<file path="src/rtl/draw_engine.sv">
// rtl/draw_engine.sv - rectangle rasteriser for bricks, paddle and ball (optional DRAW_ENGINE_ALIVE_MASK_EN)
module draw_engine #(
  parameter int BRICK_X0      = 8,
  parameter int BRICK_PITCH_X = 38,
  parameter int BRICK_Y0      = 10,
  parameter int BRICK_PITCH_Y = 10,
  parameter int BRICK_W       = 32,
  parameter int BRICK_H       = 6,
  parameter int PADDLE_Y      = 112,
  parameter int PADDLE_W      = 24,
  parameter int PADDLE_H      = 3,
  parameter int BALL_SZ       = 2,
  parameter int PADDLE_X_RST  = 68,
  parameter int BALL_X_RST    = 79,
  parameter int BALL_Y_RST    = 60
) (
  input  logic        clk,
  input  logic        resetn,
  input  logic [4:0]  ld_draw,
  input  logic [7:0]  paddle_x,
  input  logic [7:0]  ball_x,
  input  logic [6:0]  ball_y,
  output logic        busy,
  output logic        plot,
  output logic [7:0]  x,
  output logic [6:0]  y,
`ifdef DRAW_ENGINE_ALIVE_MASK_EN
  output logic [11:0] brick_alive,
`endif
  output logic [2:0]  colour
);

  typedef enum logic [1:0] {S_IDLE, S_LOAD, S_PLOT, S_DONE} state_t;

  state_t      state_q, state_d;
  logic [4:0]  acc_code_q, acc_code_d;
  logic [8:0]  org_x_q, org_x_d;
  logic [8:0]  org_y_q, org_y_d;
  logic [7:0]  w_q, w_d;
  logic [7:0]  h_q, h_d;
  logic [2:0]  col_q, col_d;
  logic [7:0]  cx_q, cx_d;
  logic [7:0]  cy_q, cy_d;
  logic [7:0]  pad_x_q, pad_x_d;
  logic [7:0]  ball_x_q, ball_x_d;
  logic [6:0]  ball_y_q, ball_y_d;
`ifdef DRAW_ENGINE_ALIVE_MASK_EN
  logic [11:0] alive_q, alive_d;
  logic [15:0] alive_ext;
  logic [3:0]  ld_idx;
  logic        ld_dead_erase;
`endif

  logic        cmd_valid;
  logic        start;
  logic        is_brick_draw;
  logic        is_brick_erase;
  logic [3:0]  brick_idx;
  logic [1:0]  brick_col;
  logic [1:0]  brick_row;
  logic [8:0]  px;
  logic [8:0]  py;
  logic        in_plot;

  // Start detection, brick decode of the accepted code, and the visible pixel outputs
  always_comb begin
    cmd_valid      = (ld_draw >= 5'd1) && (ld_draw <= 5'd28);
    start          = (state_q == S_IDLE) && cmd_valid && (ld_draw != acc_code_q);
    busy           = (state_q != S_IDLE) || start;
    is_brick_draw  = (acc_code_q >= 5'd1) && (acc_code_q <= 5'd12);
    is_brick_erase = (acc_code_q >= 5'd17) && (acc_code_q <= 5'd28);
    // Codes 1..12 and 17..28 share their low nibble, so one subtract covers both
    brick_idx      = acc_code_q[3:0] - 4'd1;
    brick_col      = brick_idx[1:0];
    brick_row      = brick_idx[3:2];
    px             = org_x_q + {1'b0, cx_q};
    py             = org_y_q + {1'b0, cy_q};
    in_plot        = (state_q == S_PLOT);
    // Off-screen pixels still consume a cycle but never write the frame buffer
    plot           = in_plot && (px <= 9'd159) && (py <= 9'd119);
    x              = in_plot ? px[7:0] : 8'd0;
    y              = in_plot ? py[6:0] : 7'd0;
    colour         = in_plot ? col_q : 3'd0;
  end

`ifdef DRAW_ENGINE_ALIVE_MASK_EN
  // An erase aimed at a brick that is already gone skips the raster entirely
  always_comb begin
    alive_ext     = {4'b0000, alive_q};
    ld_idx        = ld_draw[3:0] - 4'd1;
    ld_dead_erase = (ld_draw >= 5'd17) && !alive_ext[ld_idx];
  end
  assign brick_alive = alive_q;
`endif

  // Next-state, rectangle setup, raster counters and stored-position updates
  always_comb begin
    state_d    = state_q;
    acc_code_d = acc_code_q;
    org_x_d    = org_x_q;
    org_y_d    = org_y_q;
    w_d        = w_q;
    h_d        = h_q;
    col_d      = col_q;
    cx_d       = cx_q;
    cy_d       = cy_q;
    pad_x_d    = pad_x_q;
    ball_x_d   = ball_x_q;
    ball_y_d   = ball_y_q;
`ifdef DRAW_ENGINE_ALIVE_MASK_EN
    alive_d    = alive_q;
`endif
    case (state_q)
      S_IDLE: begin
        if (start) begin
          acc_code_d = ld_draw;
`ifdef DRAW_ENGINE_ALIVE_MASK_EN
          state_d    = ld_dead_erase ? S_DONE : S_LOAD;
`else
          state_d    = S_LOAD;
`endif
        end else if (ld_draw == 5'd0) begin
          acc_code_d = 5'd0;
        end
      end
      S_LOAD: begin
        cx_d = 8'd0;
        cy_d = 8'd0;
        if (is_brick_draw || is_brick_erase) begin
          org_x_d = 9'(BRICK_X0) + 9'(BRICK_PITCH_X) * {7'd0, brick_col};
          org_y_d = 9'(BRICK_Y0) + 9'(BRICK_PITCH_Y) * {7'd0, brick_row};
          w_d     = 8'(BRICK_W);
          h_d     = 8'(BRICK_H);
          if (is_brick_erase) begin
            col_d = 3'b000;
          end else begin
            case (brick_row)
              2'd0:    col_d = 3'b100;
              2'd1:    col_d = 3'b110;
              2'd2:    col_d = 3'b010;
              default: col_d = 3'b000;
            endcase
          end
        end else if (acc_code_q == 5'd13 || acc_code_q == 5'd14) begin
          org_x_d = (acc_code_q == 5'd14) ? {1'b0, paddle_x} : {1'b0, pad_x_q};
          org_y_d = 9'(PADDLE_Y);
          w_d     = 8'(PADDLE_W);
          h_d     = 8'(PADDLE_H);
          col_d   = (acc_code_q == 5'd14) ? 3'b111 : 3'b000;
        end else begin
          org_x_d = (acc_code_q == 5'd16) ? {1'b0, ball_x} : {1'b0, ball_x_q};
          org_y_d = (acc_code_q == 5'd16) ? {2'b00, ball_y} : {2'b00, ball_y_q};
          w_d     = 8'(BALL_SZ);
          h_d     = 8'(BALL_SZ);
          col_d   = (acc_code_q == 5'd16) ? 3'b111 : 3'b000;
        end
        state_d = S_PLOT;
      end
      S_PLOT: begin
        if (cx_q == w_q - 8'd1) begin
          cx_d = 8'd0;
          if (cy_q == h_q - 8'd1) begin
            state_d = S_DONE;
          end else begin
            cy_d = cy_q + 8'd1;
          end
        end else begin
          cx_d = cx_q + 8'd1;
        end
      end
      S_DONE: begin
        if (acc_code_q == 5'd14) begin
          pad_x_d = org_x_q[7:0];
        end
        if (acc_code_q == 5'd16) begin
          ball_x_d = org_x_q[7:0];
          ball_y_d = org_y_q[6:0];
        end
`ifdef DRAW_ENGINE_ALIVE_MASK_EN
        if (is_brick_draw)  alive_d[brick_idx] = 1'b1;
        if (is_brick_erase) alive_d[brick_idx] = 1'b0;
`endif
        state_d = S_IDLE;
      end
      default: state_d = S_IDLE;
    endcase
  end

  // State and datapath registers with asynchronous active-low reset
  always_ff @(posedge clk or negedge resetn) begin
    if (!resetn) begin
      state_q    <= S_IDLE;
      acc_code_q <= 5'd0;
      org_x_q    <= 9'd0;
      org_y_q    <= 9'd0;
      w_q        <= 8'd0;
      h_q        <= 8'd0;
      col_q      <= 3'd0;
      cx_q       <= 8'd0;
      cy_q       <= 8'd0;
      pad_x_q    <= 8'(PADDLE_X_RST);
      ball_x_q   <= 8'(BALL_X_RST);
      ball_y_q   <= 7'(BALL_Y_RST);
`ifdef DRAW_ENGINE_ALIVE_MASK_EN
      alive_q    <= 12'hFFF;
`endif
    end else begin
      state_q    <= state_d;
      acc_code_q <= acc_code_d;
      org_x_q    <= org_x_d;
      org_y_q    <= org_y_d;
      w_q        <= w_d;
      h_q        <= h_d;
      col_q      <= col_d;
      cx_q       <= cx_d;
      cy_q       <= cy_d;
      pad_x_q    <= pad_x_d;
      ball_x_q   <= ball_x_d;
      ball_y_q   <= ball_y_d;
`ifdef DRAW_ENGINE_ALIVE_MASK_EN
      alive_q    <= alive_d;
`endif
    end
  end

endmodule

</file>
<file path="config.mk">
export PLATFORM = sky130hd
export DESIGN_NAME = draw_engine
export DESIGN_NICKNAME = d
export VERILOG_FILES = /design/src/rtl/draw_engine.sv
export SDC_FILE = /design/constraint.sdc
export NUM_CORES = 1
export LEC_CHECK = 0
export CAP_MARGIN = 10
export CELL_PAD_IN_SITES_DETAIL_PLACEMENT = 1
export CELL_PAD_IN_SITES_GLOBAL_PLACEMENT = 1
export CORE_MARGIN = 3
export CORE_UTILIZATION = 41
export CTS_BUF_LIST = sky130_fd_sc_hd__clkbuf_4 sky130_fd_sc_hd__clkbuf_8
export CTS_CLUSTER_DIAMETER = 120
export DETAILED_ROUTE_END_ITERATION = 10
export GPL_TIMING_DRIVEN = 0
export PLACE_DENSITY = 0.9
export SLEW_MARGIN = 20
export SYNTH_ARGS = -nofsm -noshare
export SYNTH_HDL_FRONTEND = slang
export SYNTH_SLANG_ARGS = --single-unit
</file>
<file path="constraint.sdc">
create_clock -name clk -period 3 [get_ports clk]
set_clock_uncertainty 0.05 [all_clocks]
set_input_delay 0.75 -clock clk [delete_from_list [all_inputs] [get_ports clk]]
set_output_delay 0.75 -clock clk [all_outputs]
set_load 0.05 [all_outputs]
</file>
==> results of run 1 <==
-- layout make-up --
cell class	instances	area, um^2	share of cell area, %
multi-input combinational	378	2830	49.0
sequential	68	1730	29.9
clock buffer	10	131	2.27
buffer	21	95.1	1.65
timing repair buffer	63	608	10.5
inverter	28	105	1.82
clock inverter	6	113	1.95
tap	136	170	2.94
-- synth_stat cells (4+ instances only) --
library cell,n
clkbuf_1,13
xor2_1,16
a21oi_1,37
and3_1,6
nand4_1,5
o21a_1,5
nand2_1,25
a21o_1,5
nor3_1,10
o22ai_1,4
dfstp_2,11
nor3b_1,4
mux2i_1,16
a211oi_1,9
mux2_2,20
nand3_1,22
nor2_1,38
buf_2,8
xnor2_1,10
and2_1,17
nor2b_1,6
dfrtp_1,57
o21ai_0,44
inv_1,28
or3_1,5
ha_1,32
-- repair_timing --
| item | 4_1_cts | 5_1_grt |
|---|---|---|
| buffers inserted | 8 | 5 |
| setup endpoints to repair | 20 | 27 |
| pin swaps | 8 | 8 |
| cloned | 0 | 0 |
| resized for setup | 119 | 37 |
-- layer usage --
layer	vias to the layer above	track usage (%)	share of wire, %
li1	1911	-	-
met1	2151	29.3	41
met2	149	41.7	52
met3	34	3.70	4.3
met4	0	9.49	2.6
met5	-	0	0
-- placed cells by master, fill, tap and decap left out, types with 6 or more instances in the layout --
cell / synthesis / final
clkdlybuf4s50_1: 0 / 27
nand3_1: 22 / 22
xnor2_1: 10 / 10
dfrtp_2: 0 / 10
mux2i_1: 16 / 16
buf_2: 8 / 7
dfrtp_1: 57 / 47
ha_4: 0 / 6
nor2_1: 38 / 37
nor3_1: 10 / 9
xor2_1: 16 / 16
and2_1: 17 / 15
inv_1: 28 / 28
buf_4: 0 / 13
clkbuf_1: 13 / 9
nor2b_1: 6 / 6
ha_1: 32 / 25
mux2_2: 20 / 20
clkbuf_2: 0 / 10
nand2_1: 25 / 25
dfstp_2: 11 / 11
a211oi_1: 9 / 6
a21oi_1: 37 / 35
o21ai_0: 44 / 41
clkbuf_8: 0 / 9
-- through the flow --
| step | TNS, ns | area [um^2] |
|---|---|---|
| after global placement | -75.91 | 5210 |
| after CTS | -1.10 | 5670 |
| after floorplan | -0.0592 | 4550 |
| final | -1.18 | 5780 |
| after detailed placement | -9.21 | 5240 |
| after global routing | -2.07 | 5780 |
-- kinds of logic after synthesis --
| kind of cell | count (synthesis) | share of synthesized area, % |
|---|---|---|
| DFF | 68 | 37.7 |
| muxes | 37 | 8.72 |
| xor gates and xnor gates | 26 | 5.01 |
| AOI/OAI and AO/OA | 124 | 16.2 |
| adders and majority gates | 34 | 9.68 |
| buffers and inverters | 50 | 4.35 |
| and+or+nand+nor | 157 | 18.3 |
-- flip-flops by register name (all words and copies together), names as in the netlist, 5 cells and up --
signal      flops
ball_y_q        7
org_x_q         8
org_y_q         7
pad_x_q         8
cx_q            8
ball_x_q        8
acc_code_q      5
cy_q            8
-- power breakdown --
part / switching [W] / internal, W / leakage, nW
sequential: 0.000269 / 0.00123 / 0.837
clock: 0.000389 / 0.000564 / 0.124
combinational: 0.00198 / 0.00118 / 1.60
-- final timing paths --
path | startpoint | to | slack, ns | cells after the start
hold / removal | resetn | cx_q[7] | 0.20 | 1
max in group asynchronous | resetn | pad_x_q[6] | 2.11 | 2
min in group clk | pad_x_q[0] | pad_x_q[0] | 0.45 | 2
hold reg to reg | pad_x_q[0] | pad_x_q[0] | 0.45 | 2
setup reg to reg | h_q[0] | state_q[1] | 0.02 | 9
setup / recovery | org_y_q[0] | plot | -0.43 | 9
-- worst max-delay path: cells and delay by family, from the launching register on --
family,cells,cell delay (ns)
buffers and inverters,1,0.14
DFF,1,0.44
adders and majority gates,2,0.53
and+or+nand+nor,3,0.57
AOI/OAI and AO/OA,3,0.60
==> out/qor.yml, run 1 <==
worst_setup_path:
  cp_slowest_cell: "dfrtp_2"
  crit_path_frequent_cell: "nor3b_2"
  critPathMaxFanout: 3
  cp-end-kind: "output port"
  max_stage_delay_ns: 0.44
  crit_chain: "ha_4, fa_2, a211oi_4, nor3b_2, nor3b_2, a31oi_1, o31ai_2, and4_4, buf_8"
  critPathArrivalTime_ns: 2.63
  cp.required_ns: 2.20
  crit_type: "reg2out"
  start_kind: "flip-flop"
place:
  gp_congestion: 0.860
  port_buffers: 49
  dpl_worst_slack_ns: -1.18
  placedCellCount: 682
  post-dp-hpwl_mm: 10.2
synth:
  ys_top_cells_by_area: "dfrtp_1 31%, ha_1 8.8%, dfstp_2 6.4%"
  synth_seq_area_share_pct: 37.7
  avgSynthCellArea_um2: 9.17
  synth_edf_count: 0
  syn_nets: 560
  ys_seq_elements: 68
  syn_inst: 496
  synth_top_area_cell: "dfrtp_1"
  synthArstFlopShare_pct: 100
  synth_warnings: 0
  synth_top_cell_area_share_pct: 31.4
  syn-cell-area_mm2: 0.00455
  ys_types: 54
  synth_ff_type: "dfrtp_1"
timing:
  fin_ws_ns: -0.426
  layout_min_cycle_time_ns: 3.43
  timing.hold.ws_ns: 0.204
  tightest_slew_ns: 0.955
  hold_viol_final: 0
  clock.fmax_mhz: 292
  rsz0062_at_grt: "yes"
  finalSetupViolCount: 6
  drv_slew: 0
  maxSlewHeadroom_pct: 36.0
  post-route-period-util_pct: 114
job:
  max_cap_violations: 0
run_status:
  violations: "negative setup slack"
  outcome: "finished with violations"
clock_tree:
  cts_sinks: 68
  cts_hold_buf: 0
  path_clk_slew_ns: 0.08
  clock-root-buffer: "clkbuf_8"
  numCtsBuffers: 9
  insertion_delay_ns: 0.35
  htreeDepth: 3
  clockBufferDepth: 2
  cts_tree: "built"
floorplan:
  initial_core_util_pct: 43.1
  dieWidth_um: 111
  dieArea_mm2: 0.0124
  rows: 37
  core_mm2: 0.0106
  num_io_pins: 50
  die_y_um: 111
global_route:
  antenna_found_initial: 0
  grt_pass1_wl_mm: 23.7
  grt_pass1_vias: 4513
  grt_use_total_pct: 23.8
  grt_max_degree: 56
  grt_remaining_overflow: 0
drt:
  drtPass1Iterations: 4
  drc: 0
  post_drt_wl_per_cell_um: 20.9
  drtAntennaViolNets: 0
  drt_iter0_drc: 147
  routed_wl_mm: 14.8
  routed_via_density: 5.98
  vias: 4245
cells_and_area:
  fin_nets: 633
  layout.cells.non_filler: 710
  final_util_pct: 54.8
  num_antenna_cells: 0
  drive_gt1_share_pct: 24.2
  fillers: 1215
  syn_to_final_growth_pct: 27.1
worst_hold_path:
  hold_path_class: "in2async"
power_and_ir_drop:
  p_per_area_mw_per_mm2: 971
  p_leak_nw: 2.56
  ir_drop_mv: 0.484
  fin_total_pwr_w: 0.00561
Power figures use the tool's default switching activity.
==> run 2: changes to the inputs <==
--- a/config.mk
+++ b/config.mk
@@ -9,13 +9,13 @@
 export CELL_PAD_IN_SITES_DETAIL_PLACEMENT = 1
 export CELL_PAD_IN_SITES_GLOBAL_PLACEMENT = 1
 export CORE_MARGIN = 3
-export CORE_UTILIZATION = 41
+export CORE_UTILIZATION = 45
 export CTS_BUF_LIST = sky130_fd_sc_hd__clkbuf_4 sky130_fd_sc_hd__clkbuf_8
 export CTS_CLUSTER_DIAMETER = 120
 export DETAILED_ROUTE_END_ITERATION = 10
 export GPL_TIMING_DRIVEN = 0
-export PLACE_DENSITY = 0.9
-export SLEW_MARGIN = 20
+export PLACE_DENSITY = 0.93
+export SLEW_MARGIN = 10
 export SYNTH_ARGS = -nofsm -noshare
 export SYNTH_HDL_FRONTEND = slang
 export SYNTH_SLANG_ARGS = --single-unit
==> constraint.sdc (replaced) <==
create_clock -name clk -period 3.7 [get_ports clk]
set_clock_uncertainty 0.05 [all_clocks]
set_input_delay 0.925 -clock clk [delete_from_list [all_inputs] [get_ports clk]]
set_output_delay 0.925 -clock clk [all_outputs]
set_load 0.05 [all_outputs]
==> out/qor.yml, run 2 (synthesis gave the netlist of run 1 again) <==
floorplan:
  dieWidth_um: 107
  core_mm2: 0.00982
  num_io_pins: 50
  rows: 36
  dieArea_mm2: 0.0114
  initial_core_util_pct: 46.3
  die_y_um: 107
cells_and_area:
  layout.cells.non_filler: 698
  final_util_pct: 55.8
  final_cell_mix: "54 x dfrtp_1, 42 x o21ai_0, 38 x nor2_1, 35 x a21oi_1, 30 x ha_1"
  syn_to_final_growth_pct: 20.5
  design_area_mm2: 0.00548
  layout_commonest_cell: "dfrtp_1"
  register_area_mm2: 0.00172
  drive_gt1_share_pct: 16.3
  fin_nets: 624
  multi_input_area_mm2: 0.00269
  num_antenna_cells: 0
  fillers: 1188
global_route:
  grt_pass1_wl_mm: 24.6
  grt_use_total_pct: 27.7
  grt_remaining_overflow: 0
  antenna_found_initial: 0
  grt_pass1_vias: 4647
  grt_max_degree: 42
worst_setup_path:
  start_kind: "flip-flop"
  cp.required_ns: 2.72
  rrSetupSlack_ns: 0.63
  r2r_cells: 9
  r2r-start: "h_q[0]"
  critPathArrivalTime_ns: 2.69
  critPathMaxFanout: 6
  crit_chain: "ha_2, fa_2, a211oi_4, nor3b_2, nor3b_2, a31oi_1, o31ai_1, and4_1, buf_6"
  timing.rr.end: "state_q[1]"
  max_stage_delay_ns: 0.46
  crit_path_frequent_cell: "nor3b_2"
  cp-end-kind: "output port"
  crit_type: "reg2out"
  cp_slowest_cell: "dfrtp_2"
drt:
  vias: 4169
  post_drt_wl_per_cell_um: 21.9
  routed_wl_mm: 15.3
  drc: 0
  drt_iter0_drc: 202
  drtAntennaViolNets: 0
  routed_via_density: 5.97
  drtPass1Iterations: 4
clock_tree:
  numCtsBuffers: 9
  cts_hold_buf: 0
  clockBufferDepth: 2
  clock-root-buffer: "clkbuf_8"
  insertion_delay_ns: 0.35
  cts_tree: "built"
  path_clk_slew_ns: 0.09
  cts_sinks: 68
  htreeDepth: 3
place:
  gp_congestion: 0.864
  placed_cell_area_mm2: 0.00522
  placedCellCount: 679
  post-dp-hpwl_mm: 11.2
  port_buffers: 49
worst_hold_path:
  min_to: "ball_y_q[4]"
  worstHoldStart: "ball_y_q[4]"
  hold_path_class: "reg2reg"
  whs_path_depth: 2
timing:
  drv_slew: 0
  post-route-period-util_pct: 99.1
  fin_setup_tns_ns: 0
  rsz0062_at_grt: "yes"
  timing.hold.ws_ns: 0.440
  hold_viol_final: 0
  clock.fmax_mhz: 273
  maxSlewHeadroom_pct: 26.8
  layout_min_cycle_time_ns: 3.67
  finalSetupViolCount: 0
  tightest_slew_ns: 1.09
job:
  max_cap_violations: 0
run_status:
  outcome: "finished clean"
power_and_ir_drop:
  p_per_area_mw_per_mm2: 786
  ir_drop_mv: 0.561
  p_leak_nw: 2.49
==> run 2: metal layers <==
layer / global-route usage (%) / wire length (um) / vias up
met3: 3.16 / 769 / 30
met2: 52.2 / 8210 / 130
met4: 8.13 / 380 / 0
met1: 32.8 / 5920 / 2121
met5: 0 / 0 / -
li1: - / - / 1888
==> run 2: final cells by class <==
| type | instances | share of cell area, % |
|---|---|---|
| Clock buffer | 9 | 2.26 |
| Sequential cell | 68 | 31.4 |
| Clock inverter | 7 | 1.39 |
| Tap cell | 133 | 3.04 |
| Buffer | 22 | 1.73 |
| Timing Repair Buffer | 53 | 9.22 |
| Inverter | 28 | 1.92 |
| Multi-Input combinational cell | 378 | 49.1 |
==> run 2: worst max-delay path: cells and delay by family, from the launching register on <==
family | cells | cell delay (ns)
AOI/OAI and AO/OA | 3 | 0.58
adders and majority gates | 2 | 0.59
and+or+nand+nor | 3 | 0.55
DFF | 1 | 0.46
buffers and inverters | 1 | 0.16
==> run 2: metrics by stage <==
step           power (W)  setup WS, ns
3_5_place_dp     0.00360        -0.632
6_report         0.00431        0.0333
3_3_place_gp     0.00339        -0.601
4_1_cts          0.00426       -0.0199
2_1_floorplan    0.00278         0.315
5_1_grt          0.00456       -0.0692
==> run 2: where the power goes <==
| group | internal [W] | switching, W |
|---|---|---|
| logic | 0.000846 | 0.00160 |
| registers | 0.000992 | 0.000225 |
| clock network | 0.000315 | 0.000329 |
==> run 2: worst max path at each step <==
stage / end / slack [ns] / start
finish: plot / 0.03 / cy_q[0]
global route: plot / -0.07 / cy_q[0]
CTS: plot / -0.02 / cy_q[0]
detailed placement: plot / -0.63 / cy_q[0]
global placement: ball_x_q[4] / -0.60 / resetn
floorplan: plot / 0.32 / cy_q[0]
==> run 2: what timing repair did <==
item	in CTS	in global routing
resized for setup	57	9
pin swaps	1	1
setup buffers	0	3
hold endpoints to repair	0	0
endpoints found under the setup margin	20	4
